[config.mk]
export PLATFORM = sky130hd
export DESIGN_NAME = wash_cycle_sequencer
export DESIGN_NICKNAME = d
export VERILOG_FILES = /design/src/rtl/wash_cycle_sequencer_pkg.sv /design/src/rtl/wash_cycle_sequencer_phase_timer.sv /design/src/rtl/wash_cycle_sequencer.sv
export SDC_FILE = /design/constraint.sdc
export NUM_CORES = 1
export LEC_CHECK = 0
export CORE_MARGIN = 2
export CORE_UTILIZATION = 45
export CTS_CLUSTER_DIAMETER = 60
export CTS_CLUSTER_SIZE = 25
export DETAILED_ROUTE_END_ITERATION = 10
export PLACE_DENSITY = 0.73
export SYNTH_ARGS = -nofsm -noshare
export SYNTH_HDL_FRONTEND = slang
export SYNTH_SLANG_ARGS = --single-unit
export TNS_END_PERCENT = 10
[constraint.sdc]
create_clock -name clk -period 2.4 [get_ports clk]
set_input_delay 0.48 -clock clk [delete_from_list [all_inputs] [get_ports clk]]
set_output_delay 0.48 -clock clk [all_outputs]
set_load 0.005 [all_outputs]
[src/rtl/wash_cycle_sequencer_pkg.sv]
// Shared types for the wash cycle sequencer.
// Phase encoding, motor codes and phase ordering helpers.
package wash_cycle_sequencer_pkg;

  typedef enum logic [3:0] {
    PH_IDLE        = 4'd0,
    PH_FILL        = 4'd1,
    PH_WASH        = 4'd2,
    PH_DRAIN1      = 4'd3,
    PH_RINSE       = 4'd4,
    PH_DRAIN2      = 4'd5,
    PH_SPIN        = 4'd6,
    PH_DONE        = 4'd7,
    PH_ABORT_DRAIN = 4'd8
  } phase_e;

  localparam logic [1:0] MOTOR_OFF     = 2'b00;
  localparam logic [1:0] MOTOR_AGITATE = 2'b01;
  localparam logic [1:0] MOTOR_SPIN    = 2'b10;

  // True for the timed phases that pause and abort act on.
  function automatic logic is_active(phase_e ph);
    return (ph >= PH_FILL) && (ph <= PH_SPIN);
  endfunction

  // Phase that follows cur, skipping zero-length wash/rinse/spin.
  function automatic phase_e next_phase(
    phase_e cur,
    logic   wash_nz,
    logic   rinse_nz,
    logic   spin_nz
  );
    phase_e nxt;
    nxt = PH_DONE;
    unique case (cur)
      PH_FILL:   nxt = wash_nz  ? PH_WASH  : PH_DRAIN1;
      PH_WASH:   nxt = PH_DRAIN1;
      PH_DRAIN1: nxt = rinse_nz ? PH_RINSE : PH_DRAIN2;
      PH_RINSE:  nxt = PH_DRAIN2;
      PH_DRAIN2: nxt = spin_nz  ? PH_SPIN  : PH_DONE;
      default:   nxt = PH_DONE;
    endcase
    return nxt;
  endfunction

endpackage

[src/rtl/wash_cycle_sequencer_phase_timer.sv]
// Phase timer: tick prescaler plus time-unit down-counter.
// expire flags the tick that consumes the last unit.
module wash_cycle_sequencer_phase_timer #(
  parameter int TICK_DIV = 10,
  parameter int W        = 5
) (
  input  logic         clk,
  input  logic         rst_n,
  input  logic         load,
  input  logic [W-1:0] load_val,
  input  logic         hold,
  output logic [W-1:0] remaining,
  output logic         expire
);

  localparam int PW = (TICK_DIV > 1) ? $clog2(TICK_DIV) : 1;
  localparam logic [PW-1:0] LAST = PW'(TICK_DIV - 1);

  logic [PW-1:0] presc_q, presc_d;
  logic [W-1:0]  rem_q, rem_d;
  logic          tick;

  // Prescaler/counter next state; load wins over hold.
  always_comb begin
    tick    = !hold && (presc_q == LAST);
    expire  = tick && (rem_q == W'(1));
    presc_d = presc_q;
    rem_d   = rem_q;
    if (load) begin
      presc_d = '0;
      rem_d   = load_val;
    end else if (!hold) begin
      if (tick) begin
        presc_d = '0;
        rem_d   = rem_q - 1'b1;
      end else begin
        presc_d = presc_q + 1'b1;
      end
    end
  end

  // Timer state registers.
  always_ff @(posedge clk or negedge rst_n) begin
    if (!rst_n) begin
      presc_q <= '0;
      rem_q   <= '0;
    end else begin
      presc_q <= presc_d;
      rem_q   <= rem_d;
    end
  end

  assign remaining = rem_q;

endmodule

[src/rtl/wash_cycle_sequencer.sv]
// Washing machine cycle sequencer: fill, wash, drain, rinse,
// drain, spin, with pause, abort drain and registered actuators.
module wash_cycle_sequencer
  import wash_cycle_sequencer_pkg::*;
#(
  parameter int TICK_DIV    = 10,
  parameter int DRAIN_UNITS = 2,
  parameter int W           = 5
) (
  input  logic         clk,
  input  logic         rst_n,
  input  logic         start,
  input  logic         pause,
  input  logic         abort,
  input  logic [W-1:0] wash_in,
  input  logic [W-1:0] rinse_in,
  input  logic [W-1:0] spin_in,
  input  logic [W-1:0] cloth_in,
  output logic [3:0]   phase,
  output logic [W-1:0] remaining,
  output logic         valve_in,
  output logic         drain_pump,
  output logic [1:0]   motor,
  output logic         door_lock,
  output logic         busy,
  output logic         done
);

  localparam logic [W-1:0] DRAIN_U = W'(DRAIN_UNITS);

  phase_e       phase_q, phase_d;
  phase_e       nxt_phase;
  logic [W-1:0] nxt_units;
  logic [W-1:0] wash_q, wash_d;
  logic [W-1:0] rinse_q, rinse_d;
  logic [W-1:0] spin_q, spin_d;
  logic         valve_q, valve_d;
  logic         pump_q, pump_d;
  logic [1:0]   motor_q, motor_d;
  logic         lock_q, lock_d;
  logic         busy_q, busy_d;
  logic         done_q, done_d;
  logic         load;
  logic [W-1:0] load_val;
  logic         hold;
  logic         expire;

  wash_cycle_sequencer_phase_timer #(
    .TICK_DIV (TICK_DIV),
    .W        (W)
  ) u_phase_timer (
    .clk       (clk),
    .rst_n     (rst_n),
    .load      (load),
    .load_val  (load_val),
    .hold      (hold),
    .remaining (remaining),
    .expire    (expire)
  );

  // Successor of the current timed phase and its duration.
  always_comb begin
    nxt_phase = next_phase(phase_q, wash_q != '0,
                           rinse_q != '0, spin_q != '0);
    nxt_units = '0;
    unique case (nxt_phase)
      PH_WASH:   nxt_units = wash_q;
      PH_RINSE:  nxt_units = rinse_q;
      PH_SPIN:   nxt_units = spin_q;
      PH_DRAIN1: nxt_units = DRAIN_U;
      PH_DRAIN2: nxt_units = DRAIN_U;
      default:   nxt_units = '0;
    endcase
  end

  // Phase FSM: start, abort, expiry; timer load and hold.
  always_comb begin
    phase_d  = phase_q;
    wash_d   = wash_q;
    rinse_d  = rinse_q;
    spin_d   = spin_q;
    load     = 1'b0;
    load_val = '0;
    hold     = !(is_active(phase_q) ||
                 phase_q == PH_ABORT_DRAIN) ||
               (pause && is_active(phase_q));
    unique case (phase_q)
      PH_IDLE: begin
        if (start && cloth_in != '0) begin
          phase_d  = PH_FILL;
          wash_d   = wash_in;
          rinse_d  = rinse_in;
          spin_d   = spin_in;
          load     = 1'b1;
          load_val = cloth_in;
        end
      end
      PH_DONE: phase_d = PH_IDLE;
      PH_ABORT_DRAIN: begin
        if (expire) phase_d = PH_IDLE;
      end
      default: begin
        if (abort) begin
          phase_d  = PH_ABORT_DRAIN;
          load     = 1'b1;
          load_val = DRAIN_U;
        end else if (expire) begin
          phase_d  = nxt_phase;
          load     = 1'b1;
          load_val = nxt_units;
        end
      end
    endcase
  end

  // Actuator decode for the upcoming phase, gated by pause.
  always_comb begin
    valve_d = 1'b0;
    pump_d  = 1'b0;
    motor_d = MOTOR_OFF;
    unique case (phase_d)
      PH_FILL:  valve_d = 1'b1;
      PH_WASH:  motor_d = MOTOR_AGITATE;
      PH_RINSE: begin
        valve_d = 1'b1;
        motor_d = MOTOR_AGITATE;
      end
      PH_SPIN: begin
        motor_d = MOTOR_SPIN;
        pump_d  = 1'b1;
      end
      PH_DRAIN1, PH_DRAIN2, PH_ABORT_DRAIN:
        pump_d = 1'b1;
      default: ;
    endcase
    if (pause && is_active(phase_d)) begin
      valve_d = 1'b0;
      pump_d  = 1'b0;
      motor_d = MOTOR_OFF;
    end
    lock_d = phase_d != PH_IDLE;
    busy_d = phase_d != PH_IDLE;
    done_d = phase_d == PH_DONE;
  end

  // State, latched settings and registered outputs.
  always_ff @(posedge clk or negedge rst_n) begin
    if (!rst_n) begin
      phase_q <= PH_IDLE;
      wash_q  <= '0;
      rinse_q <= '0;
      spin_q  <= '0;
      valve_q <= 1'b0;
      pump_q  <= 1'b0;
      motor_q <= MOTOR_OFF;
      lock_q  <= 1'b0;
      busy_q  <= 1'b0;
      done_q  <= 1'b0;
    end else begin
      phase_q <= phase_d;
      wash_q  <= wash_d;
      rinse_q <= rinse_d;
      spin_q  <= spin_d;
      valve_q <= valve_d;
      pump_q  <= pump_d;
      motor_q <= motor_d;
      lock_q  <= lock_d;
      busy_q  <= busy_d;
      done_q  <= done_d;
    end
  end

  assign phase      = phase_q;
  assign valve_in   = valve_q;
  assign drain_pump = pump_q;
  assign motor      = motor_q;
  assign door_lock  = lock_q;
  assign busy       = busy_q;
  assign done       = done_q;

endmodule

== Word-level counts from Yosys, hierarchy flattened ==
Cells that the tools add are included.

* $add $sub $neg: 2
* Equality and inequality tests: 23
* $lt $le $gt $ge: 4
* Mux-type cells: 30
* Reductions and logical operators: 25

{| class="wikitable"
|+ Operators by type and width
! cell !! count
|-
| $eq 4x3->1 const B || 10
|-
| $mux 5 || 6
|-
| $mux 4 || 7
|-
| $eq 4x2->1 const B || 6
|-
| $pmux 5 s4 || 1
|-
| $reduce_bool 5->1 || 4
|-
| $pmux 3 s5 || 1
|-
| $eq 4x4->1 const B || 3
|-
| $pmux 4 s3 || 1
|-
| $mux 1 || 10
|-
| $pmux 5 s2 || 1
|-
| $eq 4x1->1 const B || 2
|-
| $ge 4x1->1 const B || 2
|-
| $le 4x3->1 const B || 2
|-
| $reduce_or 2->1 || 4
|-
| $logic_and 1x1->1 || 7
|-
| $eq 5x1->1 const B || 1
|-
| $sub 5x1->5 const B || 1
|-
| $add 4x1->4 const B || 1
|-
| $logic_not 4->1 || 1
|-
| $pmux 2 s2 || 1
|-
| $reduce_and 2->1 || 2
|-
| $reduce_bool 4->1 || 1
|-
| $reduce_or 4->1 || 1
|-
| 6 further kinds || 8
|}

* Output and inout bits: 16
* Logic and storage cells: 95
* Register bits after elaboration: 34
* Input port bits: 25

== Longest topological paths before layout ==
* Depth in word-level cells: 15
* Depth in mapped cells: 8
* Depth with buffers taken out: 8

== Modules after synthesis ==
From an unflattened synthesis, not the netlist that was laid out.

* Cell total of the unflattened synthesis: 215
* Area total of the unflattened synthesis: 2110.8 um^2

{| class="wikitable"
|+ Modules (own cells, without submodules)
! module !! seq. area each (um^2) !! cells an instance !! area an instance (um^2) !! instances
|-
| wash_cycle_sequencer || 625.6 || 152 || 1527.7 || 1
|-
| wash_cycle_sequencer_phase_timer || 225.2 || 63 || 583.1 || 1
|}

== Worst setup path after synthesis ==
OpenSTA, ideal clock, no wires.

* Path type: flip-flop to flip-flop
* Start: register u_phase_timer.rem_q[1] (netlist: u_phase_timer.remaining[1])
* End: register busy_q (netlist: busy)
* Stages on the path, launching flop included: 8
* Data required time: 2.261 ns
* Setup slack: 0.161 ns
* Buffers on the path: 0
* Arrival time: 2.101 ns
* Library setup time: 0.139 ns
* Clock period less this slack: 2.239 ns
* Cell sequence: dfrtp_1 -> inv_1 -> ha_1 -> or4b_1 -> nor2_2 -> o2111a_4 -> o31ai_4 -> or4_1

* Longest elaborated chain between the ends: 6
* Elaborated cells between the ends (all ways): 7
* Classes of those cells: 1 x eq/ne; 4 x mux; 2 x reduce/logical

{| class="wikitable"
|+ Ends and longest elaborated chain
! element !! line !! source
|-
| from (decl) || wash_cycle_sequencer_phase_timer.sv:20 || <nowiki>logic [W-1:0] rem_q, rem_d;</nowiki>
|-
| from (signal assigned) || wash_cycle_sequencer_phase_timer.sv:49 || <nowiki>rem_q <= rem_d;</nowiki>
|-
| $eq 5x1->1 * || wash_cycle_sequencer_phase_timer.sv:26 || <nowiki>expire = tick && (rem_q == W'(1));</nowiki>
|-
| $logic_and 1x1->1 * || wash_cycle_sequencer_phase_timer.sv:26 ||
|-
| $mux 4 || wash_cycle_sequencer.sv:107 || <nowiki>end else if (expire) begin</nowiki>
|-
| $mux 4 || wash_cycle_sequencer.sv:103 || <nowiki>if (abort) begin</nowiki>
|-
| $pmux 4 s3 * || wash_cycle_sequencer.sv:87 || <nowiki>unique case (phase_q)</nowiki>
|-
| net phase_d[0] || wash_cycle_sequencer.sv:31 || <nowiki>phase_e phase_q, phase_d;</nowiki>
|-
| $reduce_bool 4->1 * || wash_cycle_sequencer.sv:142 || <nowiki>busy_d = phase_d != PH_IDLE;</nowiki>
|-
| net busy_d || wash_cycle_sequencer.sv:41 || <nowiki>logic busy_q, busy_d;</nowiki>
|-
| to (signal assigned) || wash_cycle_sequencer.sv:168 || <nowiki>busy_q <= busy_d;</nowiki>
|-
| to (decl) || wash_cycle_sequencer.sv:41 ||
|}

The timed path passes the listed nets; every way through them passes the cells marked *.
A chain may end at the register's enable or synchronous reset.

== Worst setup path after layout ==
* Start: register phase_q[2] (netlist: phase[2])
* End: register busy_q (netlist: busy)

* Longest elaborated chain between the ends: 12
* Elaborated cells between the ends (all ways): 25
* Classes of those cells: 2 x order compare; 7 x eq/ne; 6 x mux; 10 x reduce/logical

{| class="wikitable"
|+ Ends and longest elaborated chain
! element !! line !! source
|-
| from (decl) || wash_cycle_sequencer.sv:31 ||
|-
| from (signal assigned) || wash_cycle_sequencer.sv:160 || <nowiki>phase_q <= phase_d;</nowiki>
|-
| $ge 4x1->1 or $le 4x3->1 (tied branches) || wash_cycle_sequencer_pkg.sv:23 || <nowiki>return (ph >= PH_FILL) && (ph <= PH_SPIN);</nowiki>
|-
| $logic_and 1x1->1 || wash_cycle_sequencer_pkg.sv:23 ||
|-
| $logic_or 1x1->1 || wash_cycle_sequencer.sv:84 || <nowiki>hold = !(is_active(phase_q) ||</nowiki>
|-
| $logic_not 1->1 || wash_cycle_sequencer.sv:84 ||
|-
| $logic_or 1x1->1 || wash_cycle_sequencer.sv:85 || <nowiki>phase_q == PH_ABORT_DRAIN) ||</nowiki>
|-
| $logic_not 1->1 || n/a ||
|-
| $logic_and 1x1->1 || wash_cycle_sequencer_phase_timer.sv:25 || <nowiki>tick = !hold && (presc_q == LAST);</nowiki>
|-
| $logic_and 1x1->1 || wash_cycle_sequencer_phase_timer.sv:26 ||
|-
| $mux 4 || wash_cycle_sequencer.sv:107 ||
|-
| $mux 4 || wash_cycle_sequencer.sv:103 ||
|-
| $pmux 4 s3 * || wash_cycle_sequencer.sv:87 ||
|-
| net phase_d[1] || wash_cycle_sequencer.sv:31 ||
|-
| $reduce_bool 4->1 * || wash_cycle_sequencer.sv:142 ||
|-
| net busy_d || wash_cycle_sequencer.sv:41 ||
|}

Marks and branches as above.

==> summary.txt <==
Critical path
  – Crit path kind: reg -> reg
  – Startpoint types: flop
  – Crit Path Max Fanout: 5
  – CP endpoint kind: flop
  – Critical Path AT: 2460 ps
  – CP required: 2560 ps

Placement
  – DP Worst Slack: -172 ps
  – Routability cong.: 0.842
  – Dpl cell area: 2500 um2
  – Post-DP HPWL: 3610 um
  – Dpl cells: 283
  – PortBufs: 40

Synth
  – Number of synthesized register bits: 34
  – Mapped Nets: 207
  – Yosys top cell area share: 44.5%
  – Synthesized area per cell: 10.7 um2
  – Async set-reset flop share out of synthesis: 100%
  – Synth Warn #: 0
  – Synthesized area: 1910 um2
  – Ys flop type: dfrtp_1
  – Part of the Yosys area used for sequential elements: 44.5%
  – Post-synth EDFFs: 0
  – Leading area contributor after synthesis: dfrtp_1
  – Top cells by area, synth: dfrtp_1 (44%), mux2_2 (8.8%), ha_1 (2.6%), a21oi_1 (2.4%), a222oi_1 (2.1%)
  – Cells after Synth: 178
  – Distinct cells, synth: 51

Clock tree
  – Sinks on Clock Net: 34
  – Clk buf depth: 2
  – Clk slew on worst S/H paths: 70 ps
  – Root Driver: clkbuf_8
  – H-tree depth: 2
  – Worst-Skew Late Latency: 290 ps
  – CTS buffer count: 5
  – CTS tree: yes

Status
  – Outcome: complete, no violations

Final layout
  – Design area: 2630 um2
  – Layout Cells excl Fill: 291
  – Most common cell after layout, fill and taps aside: clkdlybuf4s50_1
  – Ant diodes: 0
  – Commonest cells after routing, fill and taps aside: clkdlybuf4s50_1 (40), dfrtp_1 (34), buf_4 (23)
  – Syn-to-layout area delta: 37.4%
  – Layout cells sized above 1: 26.6%
  – Nets@finish: 270
  – Area taken by multi-input logic gates: 1030 um2
  – Sequential Area: 851 um2
  – FILL cells: 323

Hold path
  – Hold/Removal Path Class: reg -> reg

Die
  – Die W: 69.2 um
  – # IOs: 41
  – CORE AREA: 4060 um2
  – Area of the die: 4790 um2
  – Die Y: 69.2 um
  – Site Rows: 23
  – Initial core utilization: 47.1%

Timing
  – Highest clock rate: 0.435 GHz
  – Post-route clock skew: 3.91 ps
  – Setup Viol. Count Final: 0
  – Final min period: 2300 ps
  – Fin Hold WS: 547 ps
  – Relative slew slack: 66.1%
  – Worst Max-Slew Pin Slew: 505 ps
  – Final worst-path cycle share: 95.9%
  – Worst setup margin: 98.6 ps
  – Final Max Slew Viols: 0
  – Hold Vio Cnt, Final: 0
  – RSZ-0062 raised after global routing: no

Routing
  – Number of remaining DRC errors: 0
  – ANT nets after route: 0
  – Wirelength per Cell: 16.6 um
  – First-pass DRT Iterations: 4
  – Vias: 1720
  – Detailed Route Iter0 Violations: 186
  – Via density: 5.91
  – Final wirelength: 4830 um

Pwr
  – Peak VDD IR: 0.595 mV
  – Power density over the cells: 984 nW/um2
  – Pleak: 1.10 nW
  – Total power: 2.59 mW

Global route
  – Vias in the first global route: 1733
  – Initial antenna violation count: 0
  – First-pass GRT wire length: 8010 um
  – Total GRT Usage: 20.7%
  – Grt ovf: 0
  – Pin count of the biggest net entering global routing: 35

Run
  – Maxcap violations: 0
-- cell usage after synthesis (all sizes together), types with 2 or more instances --
cell / n
a311oi: 3
mux2i: 4
nand3: 5
o22ai: 2
buf: 6
ha: 4
or4: 3
nor2: 12
o211ai: 2
o21ai: 7
a222oi: 4
dfrtp: 34
nor3: 5
nand2: 10
xnor2: 4
nor4: 3
or2: 2
inv: 10
nor3b: 3
or3: 4
o221ai: 2
a21oi: 11
xor2: 3
nand3b: 3
mux2: 16
-- worst paths after layout --
path	from	endpoint	slack, ps	cells after the start
min in group asynchronous	rst_n	done$_DFF_PN0_	600	2
worst max-delay path	phase[2]$_DFF_PN0_	busy$_DFF_PN0_	100	7
worst min register to register	wash_q[2]$_DFFE_PN0P_	wash_q[2]$_DFFE_PN0P_	550	1
max in group asynchronous	rst_n	u_phase_timer.presc_q[3]$_DFFE_PN0P_	1470	2
worst min-delay path	wash_q[2]$_DFFE_PN0P_	wash_q[2]$_DFFE_PN0P_	550	1
worst max register to register	phase[2]$_DFF_PN0_	busy$_DFF_PN0_	100	7
-- report_power, final --
group	switching, mW	leakage, nW	internal, mW
clock	0.208	0.0438	0.195
sequential	0.206	0.426	0.789
combinational	0.543	0.631	0.645
-- stage by stage --
step	utilization (%)	TNS, ps
final	64.8	0
after CTS	64.0	0
after floorplan	-	0
after global placement	61.7	-256
after global routing	64.8	0
after detailed placement	61.7	-1600
-- cells by family after synthesis --
logic type / after synthesis / synth area share (%)
adders and majority gates: 4 / 2.62
xor gates and xnor gates: 7 / 3.20
and+or+nand+nor: 55 / 16.3
AOI/OAI and AO/OA: 41 / 17.2
muxes: 20 / 12.4
buffers and inverters: 17 / 3.86
DFF: 34 / 44.5
-- critical path, cell delays in order, from the launching register on --
cell      delay [ps]
dfrtp_1          380
or3_1            540
o21ai_1          300
nor2_1           140
buf_4            180
o211ai_2          80
inv_1             80
or4_1            490
-- routing by layer --
layer  GRT usage [%]  routed length [um]  vias to the layer above
met5               0                   0                        -
met4            8.93                 119                        0
met3            3.92                 288                       16
met2            35.7                2460                       77
met1            25.0                1960                      835
li1                -                   -                      792
-- flip-flops by register name, indices dropped and copies added (netlist names) --
name / cells
rinse_q: 5
spin_q: 5
u_phase_timer.remaining: 5
wash_q: 5
phase: 4
u_phase_timer.presc_q: 4
motor: 2
busy: 1
done: 1
drain_pump: 1
valve_in: 1
-- final cells by class --
class | instances | area share [%]
inverter | 10 | 1.43
timing repair buffer | 63 | 21.8
clock buffer | 5 | 2.62
multi-input combinational | 127 | 39.0
tap | 50 | 2.38
clock inverter | 2 | 0.381
sequential | 34 | 32.4
-- what timing repair did --
action,4_1_cts,5_1_grt
hold buffers,0,0
setup buffers,0,1
resized for setup,2,6
pin swaps,0,1
setup endpoints to repair,2,8
(Power assumes the default switching activity.)
==> variant 1, RTL diff (same settings) <==
`wash_q` no longer has a reset.
--- a/src/rtl/wash_cycle_sequencer.sv
+++ b/src/rtl/wash_cycle_sequencer.sv
@@ -147,7 +147,6 @@
   always_ff @(posedge clk or negedge rst_n) begin
     if (!rst_n) begin
       phase_q <= PH_IDLE;
-      wash_q  <= '0;
       rinse_q <= '0;
       spin_q  <= '0;
       valve_q <= 1'b0;
@@ -158,7 +157,6 @@
       done_q  <= 1'b0;
     end else begin
       phase_q <= phase_d;
-      wash_q  <= wash_d;
       rinse_q <= rinse_d;
       spin_q  <= spin_d;
       valve_q <= valve_d;
@@ -168,6 +166,10 @@
       busy_q  <= busy_d;
       done_q  <= done_d;
     end
+  end
+
+  always_ff @(posedge clk) begin
+    wash_q <= wash_d;
   end
 
   assign phase      = phase_q;
Check against the original RTL: same outputs for any inputs over 10 cycles, from zero or initial values and one cycle with rst_n low; that may be too few to reach the edited logic, so the function may still have changed.
==> variant 1 against the original RTL <==
First-iteration DRC count fell by 7.5%; design area increased by 6.8%; sequential cell count is the same; power down 15%; sequential share of layout area decreased by 1.1 points; worst setup slack got worse by 0.046 ns; routed wire length increased by 3.5%; area after synthesis increased by 8.6%; non-clock buffer count up 10.
==> variant 1: results (changes against the original RTL) <==
main area contributors after synthesis dfrtp_1 35%, nand2_1 8.3%, edfxtp_1 7.2%; maximum buffer depth of the clock tree 2 (unchanged); Synth async-reset ratio 0.853 (-0.147); placed wire-length estimate after detailed placement 3.78 mm (+4.7%); launch point of the worst reg-to-reg path u_phase_timer.remaining[1]; RD Place Congestion 0.916 (+8.7%); flip-flop and latch area 877 µm² (+3.1%); number of buffers inserted by port buffering 40 (unchanged); slew at the pin closest to its max-slew limit 0.445 ns (-0.0607 ns); count of nets after finishing 324 (+20%); launch point of the worst hold path spin_q[4]; final worst setup slack 0.0531 ns (-0.0455 ns); Hold Path Sink spin_q[4]; capture point of the worst path busy; share of total power in sequential cells 0.418 (+0.033); number of DRC violations after detailed-routing iteration 0 172 (-7.5%); count of filler cells inserted in the layout 368 (+14%); Max Clock Skew 0.00363 ns (-0.000278 ns); top cells by count, synth 46 x nand2_1, 29 x dfrtp_1, 20 x nor2_1, 12 x a21oi_1, 8 x inv_1; largest net degree at the start of global routing 30 (-14%); CP max FO 5 (unchanged); cell depth of the worst min-delay path 2 (+1); number of antenna violations at the first check in global routing 0 (unchanged); result of the run finished clean; sequential-to-total area share from yosys stat 0.422 (-0.0230); cell area after placement 0.00268 mm² (+7.0%); most common flop cell mapped by yosys dfrtp_1; count of cell types in the netlist 62 (+22%); Syn Nets 257 (+24%); DRT Pass-1 Iters 4 (unchanged); Worst R2R Setup Slack 0.05 ns (-0.05 ns); first-pass GRT wire length 8.51 mm (+6.2%); critical path data arrival time 2.50 ns (+0.04 ns); worst-case vdd ir drop 0.641 mV (+7.9%); GRT Resource Usage Total 0.212 (+0.00529); clock-pin transition on the worst setup and hold timing paths 0.07 ns (about the same); internal power contribution 1.44 mW (-12%); minimum setup slack after placement -0.260 ns (-0.0874 ns); standby leakage power 1.24 nW (+13%); number of cells traversed by the worst register-to-register path 6 (-1); via count 1916 (+11%); warning count from the yosys run 0 (unchanged); proportion of layout cells with a drive suffix above 1 0.206 (-0.0595); Routed WL per cell 14.4 µm (-13%); class of the tightest hold or removal check reg2reg; depth of the CTS H-tree 2 (unchanged); number of enable-type register cells in the synthesized netlist 5 (+5)
-- variant 1: layout make-up --
cell class	count	share of cell area
multi-input cells	172	0.389
flip-flops and latches	34	0.312
repair buffers	73	0.231
clock buffers	7	0.0307
well taps	52	0.0232
inverters	9	0.0120
clock inverters	1	0.00178
-- variant 1: kinds of logic (layout without fill, tap and decap cells) --
logic type                 Yosys count  after routing  share of synthesized area
and+or+nand+nor                    106            106                      0.262
AOI/OAI and AO/OA                   55             55                      0.197
DFF                                 34             34                      0.422
buffers and inverters               22             90                     0.0651
xor gates and xnor gates             6              6                     0.0253
adders and majority gates            4              4                     0.0241
muxes                                1              1                    0.00482
-- variant 1: worst max-delay path: stages, from the launching register on --
cell and delay (ns):
dfrtp_1 0.39, inv_1 0.09, ha_1 0.15, or4b_4 0.48, o31ai_1 0.37, a31oi_4 0.20, or4_1 0.54
-- variant 1: power by group through the flow --
stage / clock network, mW / registers, mW / logic, mW
floorplan: 0 / 0.888 / 0.512
global placement: 0 / 0.921 / 0.813
detailed placement: 0 / 0.931 / 0.834
CTS: 0.443 / 0.921 / 0.839
global route: 0.479 / 0.949 / 0.971
finish: 0.437 / 0.924 / 0.849
-- variant 1: timing repair --
action / 4_1_cts / 5_1_grt
buffers inserted: 0 / 1
gates resized for setup: 0 / 7
setup endpoints to repair: 0 / 3
-- variant 1: routing by layer --
layer  vias to the layer above  share of wire  global-route usage
met2                        60           0.50               0.356
met3                        15          0.057              0.0472
met4                         0          0.026              0.0734
met5                         -              0                   0
li1                        950              -                   -
met1                       891           0.42               0.271
-- variant 1: metrics by stage --
stage,hold WS [ns],instances,utilization
2_1_floorplan,0.184,228,-
3_5_place_dp,0.495,339,0.607
4_1_cts,0.509,347,0.628
5_1_grt,0.540,348,0.636
6_report,0.502,348,0.636
3_3_place_gp,0.485,339,0.607
==> variant 2, RTL diff (config.mk and constraints unchanged) <==
Without the edit above. `TICK_DIV` is set to 10 in 2 places; all go to 20.
--- a/src/rtl/wash_cycle_sequencer_phase_timer.sv
+++ b/src/rtl/wash_cycle_sequencer_phase_timer.sv
@@ -1,7 +1,7 @@
 // Phase timer: tick prescaler plus time-unit down-counter.
 // expire flags the tick that consumes the last unit.
 module wash_cycle_sequencer_phase_timer #(
-  parameter int TICK_DIV = 10,
+  parameter int TICK_DIV = 20,
   parameter int W        = 5
 ) (
   input  logic         clk,
--- a/src/rtl/wash_cycle_sequencer.sv
+++ b/src/rtl/wash_cycle_sequencer.sv
@@ -3,7 +3,7 @@
 module wash_cycle_sequencer
   import wash_cycle_sequencer_pkg::*;
 #(
-  parameter int TICK_DIV    = 10,
+  parameter int TICK_DIV    = 20,
   parameter int DRAIN_UNITS = 2,
   parameter int W           = 5
 ) (
Behaviour: same outputs for any inputs over 10 cycles, from zero or initial values and one cycle with rst_n low; that may be too few to reach the edited logic, so the function may still have changed.
==> variant 2 against the original RTL <==
Routed wire length fell by 11%; power rose by 6.4%; sequential power rose by 5%; sequential cell count rose by 1; combinational power rose by 5%; design area rose by 1.7%; synthesized cell count rose by 5.6%; worst setup slack improved by 0.033 ns; area after synthesis rose by 3.1%; count of clock-buffer cells in the layout rose by 3; largest power group unchanged.
==> variant 2: results (changes against the original RTL) <==
count of final hold-check violations 0 (unchanged); DRT antenna net count 0 (unchanged); count of nets after finishing 278 (+3.0%); most common flop cell mapped by yosys dfrtp_1; slowest cell delay on critical path 0.46 ns (-0.08 ns); dpl cells 295 (+4.2%); kind of cell adding the most delay to the critical path compound AO/OA/AOI/OAI gates; proportion of layout cells with a drive suffix above 1 0.235 (-0.0305); via count normalized by instance count 5.52 (-6.6%); worst-case vdd ir drop 0.491 mV (-17%); Clock Root Buffer clkbuf_8; CP max FO 9 (+4); critical-path cell with the highest stage delay dfrtp_1; placed wire-length estimate after detailed placement 3.33 mm (-7.9%); clock latency of the later-clocked register in the worst-skew pair around 0.28 ns; GRT Resource Usage Total 0.188 (-0.0186); result of the run finished clean; standby leakage power 1.14 nW (+3.6%); number of antenna violations at the first check in global routing 0 (unchanged); fraction of power spent switching nets 0.346 (-0.0237); DRT Pass-1 Iters 4 (unchanged); Relative slew margins 0.625 (-0.0361); synthesized netlist cell count 188 (+5.6%); number of cells traversed by the worst register-to-register path 8 (+1); Routed WL per cell 14.2 µm (-14%); warning count from the yosys run 0 (unchanged); top cells by count, synth 35 x dfrtp_1, 17 x nor2_1, 15 x mux2_2, 12 x nand2_1, 9 x nor3_1; depth of the CTS H-tree 2 (unchanged); count of filler cells inserted in the layout 360 (+11%); total inserted antenna cells 0 (unchanged); cell area after placement 0.00257 mm² (+2.5%); count of cell types in the netlist 50 (-2.0%); RD Place Congestion 0.797 (-5.4%); vias in the first global route 1630 (-5.9%); Syn Nets 216 (+4.3%); first-pass GRT wire length 7.35 mm (-8.3%); largest net degree at the start of global routing 36 (+2.9%); Overall Power 2.75 mW (+6.4%); number of DRC violations after detailed-routing iteration 0 61 (-67%); Final Routed Wirelength 4.32 mm (-11%); minimum setup slack after placement -0.0554 ns (+0.117 ns); number of buffers inserted by port buffering 40 (unchanged); main area contributors after synthesis dfrtp_1 44%, mux2_2 8.6%, mux2i_1 3.6%; sequential-to-total area share from yosys stat 0.444 (-0.000573); Max Clock Skew 0.00675 ns (+0.00284 ns)
==> variant 2: power by group through the flow <==
stage / sequential, mW / combinational [mW] / clock [mW]
6_report: 1.04 / 1.25 / 0.460
5_1_grt: 1.07 / 1.37 / 0.508
4_1_cts: 1.03 / 1.25 / 0.476
3_5_place_dp: 1.04 / 1.25 / 0
3_3_place_gp: 1.03 / 1.23 / 0
2_1_floorplan: 0.972 / 0.824 / 0
==> variant 2: what timing repair did <==
| action | CTS | global route |
|---|---|---|
| hold endpoints to repair | 0 | 0 |
| endpoints found under the setup margin | 0 | 8 |
| resized for setup | 0 | 1 |
==> variant 2: cells by family after synthesis <==
family,after synthesis,share of synthesized area
simple gates,71,0.199
buf+inv,13,0.0343
mux,22,0.121
compound gates,36,0.147
xor+xnor,7,0.0311
flops,35,0.444
fa+ha+maj,4,0.0241
==> variant 2: area by class of cell <==
cell class | count | area [µm²] | share of cell area
clock buffer | 8 | 100 | 0.0374
tap | 52 | 65.1 | 0.0243
inverter | 3 | 11.3 | 0.00421
timing repair buffer | 65 | 588 | 0.220
multi-input combinational | 140 | 1030 | 0.387
sequential | 35 | 876 | 0.328
==> variant 2: layer usage <==
| layer | share of wire | vias up | GRT usage |
|---|---|---|---|
| met2 | 0.51 | 33 | 0.315 |
| met3 | 0.032 | 10 | 0.0476 |
| met4 | 0.026 | 0 | 0.0833 |
| met1 | 0.43 | 815 | 0.228 |
| li1 | - | 815 | - |
| met5 | 0 | - | 0 |
==> variant 2: path summary, 6_finish.rpt <==
| path | start | to | slack, ns |
|---|---|---|---|
| max | phase[0] | drain_pump | 0.13 |
| min | rinse_q[0] | rinse_q[0] | 0.55 |
| max reg2reg | phase[0] | drain_pump | 0.13 |
| min reg2reg | rinse_q[0] | rinse_q[0] | 0.55 |
| max in group asynchronous | rst_n | phase[1] | 1.47 |
| min in group asynchronous | rst_n | busy | 0.60 |
